**src/rtl/lsq_mem_arbiter_if.sv**
```systemverilog
// Port bundle between the LSQ/store drain, data memory and writeback.
// The arbiter takes the slave side; the environment drives the master side.
interface lsq_mem_arbiter_if;
  logic        ld_valid;
  logic [31:0] ld_addr;
  logic [5:0]  ld_rob;
  logic [5:0]  ld_dest;
  logic        ld_ready;
  logic        st_valid;
  logic [31:0] st_addr;
  logic [31:0] st_data;
  logic        st_size;
  logic        st_full_hint;
  logic        st_ready;
  logic        flush;
  logic        mem_en;
  logic        mem_we;
  logic [31:0] mem_addr;
  logic [31:0] mem_wdata;
  logic        mem_size;
  logic [31:0] mem_rdata;
  logic        mem_done;
  logic        wb_valid;
  logic [5:0]  wb_rob;
  logic [5:0]  wb_dest;
  logic [31:0] wb_data;
  logic        busy;

  modport slave (
    input  ld_valid, ld_addr, ld_rob, ld_dest,
    output ld_ready,
    input  st_valid, st_addr, st_data, st_size,
    input  st_full_hint,
    output st_ready,
    input  flush,
    output mem_en, mem_we, mem_addr, mem_wdata,
    output mem_size,
    input  mem_rdata, mem_done,
    output wb_valid, wb_rob, wb_dest, wb_data,
    output busy
  );

  modport master (
    output ld_valid, ld_addr, ld_rob, ld_dest,
    input  ld_ready,
    output st_valid, st_addr, st_data, st_size,
    output st_full_hint,
    input  st_ready,
    output flush,
    input  mem_en, mem_we, mem_addr, mem_wdata,
    input  mem_size,
    output mem_rdata, mem_done,
    input  wb_valid, wb_rob, wb_dest, wb_data,
    input  busy
  );
endinterface

```
**src/rtl/lsq_mem_arbiter.sv**
```systemverilog
// Single-port data-memory scheduler: loads vs committed stores,
// with a store-starvation guard and flush-squashed load results.
module lsq_mem_arbiter #(
  parameter int STARVE_MAX = 4,
  parameter int CNT_W      = 3
) (
  input logic               clk,
  input logic               rst,
  lsq_mem_arbiter_if.slave  io
);

  typedef enum logic [1:0] {
    IDLE,
    REQ,
    WAIT
  } state_t;

  state_t      state_q, state_d;
  logic        op_st_q, op_st_d;
  logic        kill_q, kill_d;
  logic [CNT_W-1:0] cnt_q, cnt_d;
  logic        mem_en_q, mem_en_d;
  logic        mem_we_q, mem_we_d;
  logic [31:0] addr_q, addr_d;
  logic [31:0] wdata_q, wdata_d;
  logic        size_q, size_d;
  logic [5:0]  rob_q, rob_d;
  logic [5:0]  dest_q, dest_d;
  logic        wb_valid_q, wb_valid_d;
  logic [5:0]  wb_rob_q, wb_rob_d;
  logic [5:0]  wb_dest_q, wb_dest_d;
  logic [31:0] wb_data_q, wb_data_d;

  logic idle, starved, ld_ok;
  logic pick_st, pick_ld;
  logic ld_go, st_go;

  // Priority: full hint, starvation, live load, then any store.
  always_comb begin
    idle    = (state_q == IDLE);
    starved = (cnt_q == CNT_W'(STARVE_MAX));
    ld_ok   = io.ld_valid & ~io.flush;
    pick_st = io.st_valid &
              (io.st_full_hint | starved | ~ld_ok);
    pick_ld = ~pick_st & ld_ok;
  end

  assign io.ld_ready = idle & pick_ld;
  assign io.st_ready = idle & pick_st;
  assign ld_go = io.ld_valid & io.ld_ready;
  assign st_go = io.st_valid & io.st_ready;

  always_comb begin
    state_d    = state_q;
    op_st_d    = op_st_q;
    kill_d     = kill_q;
    cnt_d      = cnt_q;
    mem_en_d   = 1'b0;
    mem_we_d   = 1'b0;
    addr_d     = addr_q;
    wdata_d    = wdata_q;
    size_d     = size_q;
    rob_d      = rob_q;
    dest_d     = dest_q;
    wb_valid_d = 1'b0;
    wb_rob_d   = wb_rob_q;
    wb_dest_d  = wb_dest_q;
    wb_data_d  = wb_data_q;

    if (!idle && !op_st_q && io.flush)
      kill_d = 1'b1;

    unique case (state_q)
      IDLE: begin
        if (st_go) begin
          state_d  = REQ;
          op_st_d  = 1'b1;
          addr_d   = io.st_addr;
          wdata_d  = io.st_data;
          size_d   = io.st_size;
          mem_en_d = 1'b1;
          mem_we_d = 1'b1;
          cnt_d    = '0;
        end else if (ld_go) begin
          state_d  = REQ;
          op_st_d  = 1'b0;
          addr_d   = io.ld_addr;
          size_d   = 1'b0;
          rob_d    = io.ld_rob;
          dest_d   = io.ld_dest;
          mem_en_d = 1'b1;
          if (io.st_valid && !starved)
            cnt_d = cnt_q + CNT_W'(1);
        end
      end
      REQ: state_d = WAIT;
      WAIT: begin
        if (io.mem_done) begin
          state_d = IDLE;
          kill_d  = 1'b0;
          // A flush landing with mem_done still squashes.
          if (!op_st_q && !kill_q && !io.flush) begin
            wb_valid_d = 1'b1;
            wb_rob_d   = rob_q;
            wb_dest_d  = dest_q;
            wb_data_d  = io.mem_rdata;
          end
        end
      end
      default: state_d = IDLE;
    endcase
  end

  always_ff @(posedge clk) begin
    if (rst) begin
      state_q    <= IDLE;
      op_st_q    <= 1'b0;
      kill_q     <= 1'b0;
      cnt_q      <= '0;
      mem_en_q   <= 1'b0;
      mem_we_q   <= 1'b0;
      addr_q     <= '0;
      wdata_q    <= '0;
      size_q     <= 1'b0;
      rob_q      <= '0;
      dest_q     <= '0;
      wb_valid_q <= 1'b0;
      wb_rob_q   <= '0;
      wb_dest_q  <= '0;
      wb_data_q  <= '0;
    end else begin
      state_q    <= state_d;
      op_st_q    <= op_st_d;
      kill_q     <= kill_d;
      cnt_q      <= cnt_d;
      mem_en_q   <= mem_en_d;
      mem_we_q   <= mem_we_d;
      addr_q     <= addr_d;
      wdata_q    <= wdata_d;
      size_q     <= size_d;
      rob_q      <= rob_d;
      dest_q     <= dest_d;
      wb_valid_q <= wb_valid_d;
      wb_rob_q   <= wb_rob_d;
      wb_dest_q  <= wb_dest_d;
      wb_data_q  <= wb_data_d;
    end
  end

  assign io.mem_en    = mem_en_q;
  assign io.mem_we    = mem_we_q;
  assign io.mem_addr  = addr_q;
  assign io.mem_wdata = wdata_q;
  assign io.mem_size  = size_q;
  assign io.wb_valid  = wb_valid_q;
  assign io.wb_rob    = wb_rob_q;
  assign io.wb_dest   = wb_dest_q;
  assign io.wb_data   = wb_data_q;
  assign io.busy      = (state_q != IDLE);

endmodule

```
**src/flat_wrapper.sv**
```systemverilog
// flat-port wrapper written by rule: the top's interface ports become plain ports
module lsq_mem_arbiter_flat 
#(
  parameter int STARVE_MAX = 4,
  parameter int CNT_W      = 3
)
  (clk, rst, io_ld_valid, io_ld_addr, io_ld_rob, io_ld_dest, io_ld_ready, io_st_valid, io_st_addr, io_st_data, io_st_size, io_st_full_hint, io_st_ready, io_flush, io_mem_en, io_mem_we, io_mem_addr, io_mem_wdata, io_mem_size, io_mem_rdata, io_mem_done, io_wb_valid, io_wb_rob, io_wb_dest, io_wb_data, io_busy);
  lsq_mem_arbiter_if io_i ();
  input logic clk;
  input logic rst;
  input wire logic [$bits(io_i.ld_valid)-1:0] io_ld_valid;
  input wire logic [$bits(io_i.ld_addr)-1:0] io_ld_addr;
  input wire logic [$bits(io_i.ld_rob)-1:0] io_ld_rob;
  input wire logic [$bits(io_i.ld_dest)-1:0] io_ld_dest;
  output wire logic [$bits(io_i.ld_ready)-1:0] io_ld_ready;
  input wire logic [$bits(io_i.st_valid)-1:0] io_st_valid;
  input wire logic [$bits(io_i.st_addr)-1:0] io_st_addr;
  input wire logic [$bits(io_i.st_data)-1:0] io_st_data;
  input wire logic [$bits(io_i.st_size)-1:0] io_st_size;
  input wire logic [$bits(io_i.st_full_hint)-1:0] io_st_full_hint;
  output wire logic [$bits(io_i.st_ready)-1:0] io_st_ready;
  input wire logic [$bits(io_i.flush)-1:0] io_flush;
  output wire logic [$bits(io_i.mem_en)-1:0] io_mem_en;
  output wire logic [$bits(io_i.mem_we)-1:0] io_mem_we;
  output wire logic [$bits(io_i.mem_addr)-1:0] io_mem_addr;
  output wire logic [$bits(io_i.mem_wdata)-1:0] io_mem_wdata;
  output wire logic [$bits(io_i.mem_size)-1:0] io_mem_size;
  input wire logic [$bits(io_i.mem_rdata)-1:0] io_mem_rdata;
  input wire logic [$bits(io_i.mem_done)-1:0] io_mem_done;
  output wire logic [$bits(io_i.wb_valid)-1:0] io_wb_valid;
  output wire logic [$bits(io_i.wb_rob)-1:0] io_wb_rob;
  output wire logic [$bits(io_i.wb_dest)-1:0] io_wb_dest;
  output wire logic [$bits(io_i.wb_data)-1:0] io_wb_data;
  output wire logic [$bits(io_i.busy)-1:0] io_busy;
  assign io_i.ld_valid = io_ld_valid;
  assign io_i.ld_addr = io_ld_addr;
  assign io_i.ld_rob = io_ld_rob;
  assign io_i.ld_dest = io_ld_dest;
  assign io_ld_ready = io_i.ld_ready;
  assign io_i.st_valid = io_st_valid;
  assign io_i.st_addr = io_st_addr;
  assign io_i.st_data = io_st_data;
  assign io_i.st_size = io_st_size;
  assign io_i.st_full_hint = io_st_full_hint;
  assign io_st_ready = io_i.st_ready;
  assign io_i.flush = io_flush;
  assign io_mem_en = io_i.mem_en;
  assign io_mem_we = io_i.mem_we;
  assign io_mem_addr = io_i.mem_addr;
  assign io_mem_wdata = io_i.mem_wdata;
  assign io_mem_size = io_i.mem_size;
  assign io_i.mem_rdata = io_mem_rdata;
  assign io_i.mem_done = io_mem_done;
  assign io_wb_valid = io_i.wb_valid;
  assign io_wb_rob = io_i.wb_rob;
  assign io_wb_dest = io_i.wb_dest;
  assign io_wb_data = io_i.wb_data;
  assign io_busy = io_i.busy;
  lsq_mem_arbiter #(.STARVE_MAX(STARVE_MAX), .CNT_W(CNT_W)) u_core (.clk(clk), .rst(rst), .io(io_i));
endmodule
```
**config.mk**
```make
export PLATFORM = sky130hd
export DESIGN_NAME = lsq_mem_arbiter_flat
export DESIGN_NICKNAME = d
export VERILOG_FILES = /design/src/rtl/lsq_mem_arbiter_if.sv /design/src/rtl/lsq_mem_arbiter.sv /design/src/flat_wrapper.sv
export SDC_FILE = /design/constraint.sdc
export NUM_CORES = 1
export LEC_CHECK = 0
export ABC_CLOCK_PERIOD_IN_PS = 5400
export BUFFER_PORTS_ARGS = -buffer_cell sky130_fd_sc_hd__buf_2
export CAP_MARGIN = 10
export CORE_UTILIZATION = 51
export CTS_CLUSTER_DIAMETER = 50
export DETAILED_ROUTE_END_ITERATION = 12
export PLACE_DENSITY = 0.86
export SLEW_MARGIN = 15
export SYNTH_ARGS = -nofsm -noshare
export SYNTH_HDL_FRONTEND = slang
export SYNTH_SLANG_ARGS = --single-unit
export TNS_END_PERCENT = 30
```
**constraint.sdc**
```tcl
create_clock -name clk -period 5.4 [get_ports clk]
set_clock_uncertainty 0.1 [all_clocks]
set_input_delay 0.54 -clock clk [delete_from_list [all_inputs] [get_ports clk]]
set_output_delay 0.54 -clock clk [all_outputs]
set_load 0.01 [all_outputs]
```
---- Yosys cells after proc, flatten, opt, wreduce, memory -nomap -nowiden ----
Cells that the tools add are included.
cells by class
  $add $sub $neg .......................... 1
  equal/unequal tests ..................... 5
  mux-type cells .......................... 19
  bitwise gates (word level) .............. 16
  reduce and logical (&&, ||, !) cells .... 22
operators by type and width
  operator             count
  $mux 32              2
  $mux 1               10
  $mux 3               3
  $reduce_and 3->1     3
  $and 1x1->1          7
  $not 1->1            7
  $mux 2               3
  $pmux 2 s3           1
  $reduce_and 2->1     3
  $reduce_bool 2->1    3
  $logic_and 1x1->1    5
  $logic_not 1->1      5
  $add 3x1->3 const B  1
  $eq 3x3->1 const B   1
  $ne 3x3->1 const B   1
  $reduce_or 3->1      1
  $eq 2x1->1 const B   1
  $eq 2x2->1 const B   1
  $logic_not 2->1      1
  $ne 2x2->1 const B   1
  $or 1x1->1           2
  $reduce_or 2->1      1
word-level totals
  register bits ........................... 131
  output and inout bits ................... 115
  word-level logic and storage cells ...... 78

---- Longest topological paths before layout ----
  depth after elaboration ................. 12
  depth in mapped cells ................... 8
  gate-level depth less buffers ........... 6

---- Worst setup path before layout ----
No wires, ideal clock.
  kind .................................... input to output
  start point ............................. input port io_flush
  end point ............................... output port io_ld_ready
  arrival time ............................ 1.564 ns
  required time ........................... 4.760 ns
  setup slack ............................. 3.196 ns
  stages .................................. 4
  path buffers ............................ 2
  path through ............................ or4b_1 > buf_2 > a21oi_2 > buf_6
on the way
  longest elaborated chain between the ends .. 8
ends and longest elaborated chain
  element          line                   source
  start, declared  flat_wrapper.sv:22     input wire logic [$bits(io_i.flush)-1:0] io_flush;
  $not 1->1 (*)    lsq_mem_arbiter.sv:42  ld_ok = io.ld_valid & ~io.flush;
  $and 1x1->1 (*)  lsq_mem_arbiter.sv:42
  $not 1->1        lsq_mem_arbiter.sv:44  (io.st_full_hint | starved | ~ld_ok);
  $or 1x1->1       lsq_mem_arbiter.sv:44
  $and 1x1->1      lsq_mem_arbiter.sv:43  pick_st = io.st_valid &
  $not 1->1        lsq_mem_arbiter.sv:45  pick_ld = ~pick_st & ld_ok;
  $and 1x1->1 (*)  lsq_mem_arbiter.sv:45
  $and 1x1->1 (*)  lsq_mem_arbiter.sv:48  assign io.ld_ready = idle & pick_ld;
  end, declared    flat_wrapper.sv:15     output wire logic [$bits(io_i.ld_ready)-1:0] io_ld_ready;
Mark *: on every way between the ends. The rest lies on a longest branch, timed or not.

---- Worst setup path after layout ----
  start point ............................. register u_core.state_q[1]
  end point ............................... output port io_st_ready
on the way
  longest elaborated chain between the ends .. 2
ends and longest elaborated chain
  element                 line                    source
  start, declared         lsq_mem_arbiter.sv:18   state_t state_q, state_d;
  start signal, assigned  lsq_mem_arbiter.sv:132  state_q <= state_d;
  $logic_not 2->1         lsq_mem_arbiter.sv:40   idle = (state_q == IDLE);
  $and 1x1->1             lsq_mem_arbiter.sv:49   assign io.st_ready = idle & pick_st;
  end, declared           flat_wrapper.sv:21      output wire logic [$bits(io_i.st_ready)-1:0] io_st_ready;
Every way passes these cells.

==> reports/results.tsv <==
metric	value	unit
outcome	completed	
timing.critical_path.slowest_cell_delay	420	ps
timing.final.ws_setup	2470	ps
min_path_type	in2reg	
nNetsFinal	982	
setup_viol_count_final	0	
post_cts_resize_count	0	
starting_density_of_the_core	53.0	%
num_rows	38	
grt_overflow	0	
yosysWarnings	0	
final_period_minus_worst_setup_slack	2930	ps
slew_headroom	30.0	%
fp.coreArea	10900	µm²
synth_seq_cells	131	
cts.htree.levels	4	
nFillCells	880	
drt_first_pass_iters	4	
setup-tns-final	0	ps
cts_tree	done	
rsz0062_at_grt	false	
total_power_density_per_cell_area	335	nW/µm²
worstSetupEndpointType	output pin	
remaining_drc_errors	0	
preCtsSetupSlack	2720	ps
timing_max_transition_violations_final	0	
synth.avg_cell_area	9.66	µm²
distinct_cells_synth	32	
final.period_utilization	54.2	%
mappedNetlistNets	750	
final_layout_size_suffix_gt1_share	40.0	%
cp_max_fo	36	
p_leak	3.38	nW
cts_setup_buffers	0	
grt_util_all_layers	23.9	%
timing.final.hold_violations	0	
syn2layout_area_growth	32.2	%
num_vias	5189	
grt_antenna_before_repair	0	
ctsHoldBuffers	0	
setup.worst_path.start_class	flop	
chipHeight	109	µm
post_synth_instance_area	5800	µm²
clk-insertion-delay-late	410	ps
synth-seq-area-share	45.3	%
drt-vias-per-instance	5.27	
cts_max_path_buffers	2	
clk_root_buffer_cell	sky130_fd_sc_hd__clkbuf_16	
detailedRoute.firstIterationViolations	358	
routability_driven_placement_congestion_ratio	0.762	
grt_pass1_wl	22.1	mm
cells_along_the_critical_path	or3b_1 -> buf_4 -> a21o_2 -> inv_6 -> buf_2	
post_detailed_routing_wire_length	14.8	mm
sequential_cell_area	2620	µm²
clock_buffers_created_by_tritoncts	17	
critical_path_arrival	2290	ps
timing.critical_path.required	4760	ps
antenna_violating_nets_post_route	0	
worstMarginPinSlew	1050	ps
clk_pin_slew_worst_paths	60	ps
cpMaxStageDelayCell	sky130_fd_sc_hd__dfxtp_1	
die_x	109	µm
routed_wire_length_per_instance	15.1	µm
multi_input_area	2860	µm²
synth_area_leaders	sky130_fd_sc_hd__dfxtp_1 45%, sky130_fd_sc_hd__mux2i_1 13%, sky130_fd_sc_hd__nand2b_1 9.8%	
grt_start_max_net_pins	111	
grt_pass1_vias	4744	
critPathKind	reg2out	
post-synth-top-area-fraction	45.3	%
portBuffers	262	
maxClockFrequency	341	MHz
place_hpwl	9.94	mm
die-area	11800	µm²
tritoncts_num_sinks	131	
timing.max_cap.violations	0	
number_of_antenna_diodes	0	
vdd_drop_max	0.000177	V
netlist_instances	600	
synth_area_leader_cell	sky130_fd_sc_hd__dfxtp_1	
floorplan.io_pins	263	
finalPower	0.00257	W
==> power breakdown <==
group / internal (W) / switching [W]
clock network: 0.000699 / 0.000441
registers: 0.00102 / 0.0000316
logic: 0.000171 / 0.000201
total: 0.00189 / 0.000673
==> layout by cell type, fill, tap and decap left out, types with 2 or more instances in the layout <==
master,instances
sky130_fd_sc_hd__a21oi_1,52
sky130_fd_sc_hd__a221oi_1,6
sky130_fd_sc_hd__a221oi_2,26
sky130_fd_sc_hd__buf_2,261
sky130_fd_sc_hd__buf_4,11
sky130_fd_sc_hd__bufinv_16,2
sky130_fd_sc_hd__clkbuf_16,17
sky130_fd_sc_hd__clkinv_4,4
sky130_fd_sc_hd__clkinvlp_4,2
sky130_fd_sc_hd__dfxtp_1,131
sky130_fd_sc_hd__ha_1,2
sky130_fd_sc_hd__inv_1,3
sky130_fd_sc_hd__inv_6,5
sky130_fd_sc_hd__mux2i_1,78
sky130_fd_sc_hd__nand2_1,6
sky130_fd_sc_hd__nand2b_1,91
sky130_fd_sc_hd__nand3_1,44
sky130_fd_sc_hd__nand4_1,3
sky130_fd_sc_hd__nor2_1,37
sky130_fd_sc_hd__nor3_1,2
sky130_fd_sc_hd__nor4b_4,2
sky130_fd_sc_hd__o21ai_0,41
sky130_fd_sc_hd__o21ai_1,4
sky130_fd_sc_hd__or2_2,2
sky130_fd_sc_hd__or4b_1,2
==> final timing paths <==
kind                               from                      to  slack, ps  cells after the start
setup / recovery      u_core.state_q[1]             io_st_ready       2470                      5
hold / removal          io_mem_rdata[2]    u_core.io.wb_data[2]        280                      3
setup reg to reg      u_core.state_q[0]  u_core.io.mem_addr[31]       3170                      5
hold reg to reg   u_core.io.wb_data[30]   u_core.io.wb_data[30]        370                      2
==> cell families after synthesis <==
group | after synthesis | share of synthesized area (%)
flip-flops | 131 | 45.3
adder cells (fa/ha/maj) | 2 | 0.432
AND/OR/NAND/NOR | 194 | 18.9
AO/OA/AOI/OAI | 132 | 16.4
buffers and inverters | 63 | 5.55
multiplexers | 78 | 13.5
==> cells in the mapped netlist <==
cell,n
sky130_fd_sc_hd__dfxtp_1,131
sky130_fd_sc_hd__nand2b_1,91
sky130_fd_sc_hd__mux2i_1,78
sky130_fd_sc_hd__a21oi_1,52
sky130_fd_sc_hd__nand3_1,44
sky130_fd_sc_hd__o21ai_0,41
sky130_fd_sc_hd__clkbuf_1,37
sky130_fd_sc_hd__nor2_1,37
sky130_fd_sc_hd__a221oi_2,26
sky130_fd_sc_hd__buf_6,9
sky130_fd_sc_hd__buf_1,7
sky130_fd_sc_hd__a221oi_1,6
sky130_fd_sc_hd__nand2_1,6
sky130_fd_sc_hd__buf_2,4
sky130_fd_sc_hd__o21ai_1,4
sky130_fd_sc_hd__inv_1,3
sky130_fd_sc_hd__nand4_1,3
sky130_fd_sc_hd__a21o_1,2
sky130_fd_sc_hd__buf_4,2
sky130_fd_sc_hd__ha_1,2
sky130_fd_sc_hd__nor3_1,2
sky130_fd_sc_hd__or2_2,2
sky130_fd_sc_hd__or4b_1,2
sky130_fd_sc_hd__a21oi_2,1
sky130_fd_sc_hd__inv_6,1
sky130_fd_sc_hd__nand3b_1,1
sky130_fd_sc_hd__nor2b_1,1
sky130_fd_sc_hd__nor3b_1,1
sky130_fd_sc_hd__nor3b_2,1
sky130_fd_sc_hd__nor4b_2,1
sky130_fd_sc_hd__nor4b_4,1
sky130_fd_sc_hd__or3b_1,1
==> worst max-delay path, delay by kind of cell (launching register included) <==
family | cells | cell delay (ps)
simple gates | 1 | 410
flops | 1 | 420
compound gates | 1 | 260
buf+inv | 3 | 770
==> layout make-up <==
class                   instances  share of cell area [%]
inverters                       4                   0.261
multi-input cells             406                    37.4
clock buffers                  19                    5.78
repair buffers                272                    18.1
flip-flops and latches        131                    34.2
well taps                     140                    2.29
clock inverters                13                    1.96
==> stage by stage <==
stage	util [%]	hold slack, ps	instance area (µm²)	std cells
CTS	70.1	260	7660	985
global placement	64.7	355	7070	953
floorplan	-	348	5800	600
finish	70.1	276	7660	985
detailed placement	64.7	361	7070	953
global route	70.1	269	7660	985
==> flip-flops by register name, summed over array words and instances (netlist names) <==
signal,count
u_core.dest_q,6
u_core.cnt_q,3
u_core.io.mem_we,1
u_core.io.mem_wdata,32
u_core.io.wb_valid,1
u_core.op_st_q,1
u_core.state_q,2
u_core.io.wb_data,32
u_core.io.wb_dest,6
u_core.io.wb_rob,6
u_core.io.mem_size,1
u_core.kill_q,1
u_core.io.mem_en,1
u_core.rob_q,6
u_core.io.mem_addr,32
==> routing by layer <==
| metal | track usage (%) | share of wire [%] | wire [µm] |
|---|---|---|---|
| met1 | 26.8 | 39 | 5850 |
| met2 | 41.9 | 51 | 7570 |
| met3 | 7.29 | 7.2 | 1060 |
| met4 | 10.1 | 2.4 | 357 |
| met5 | 0 | 0 | 0 |
Note: power is estimated with default switching activity, not from simulation.
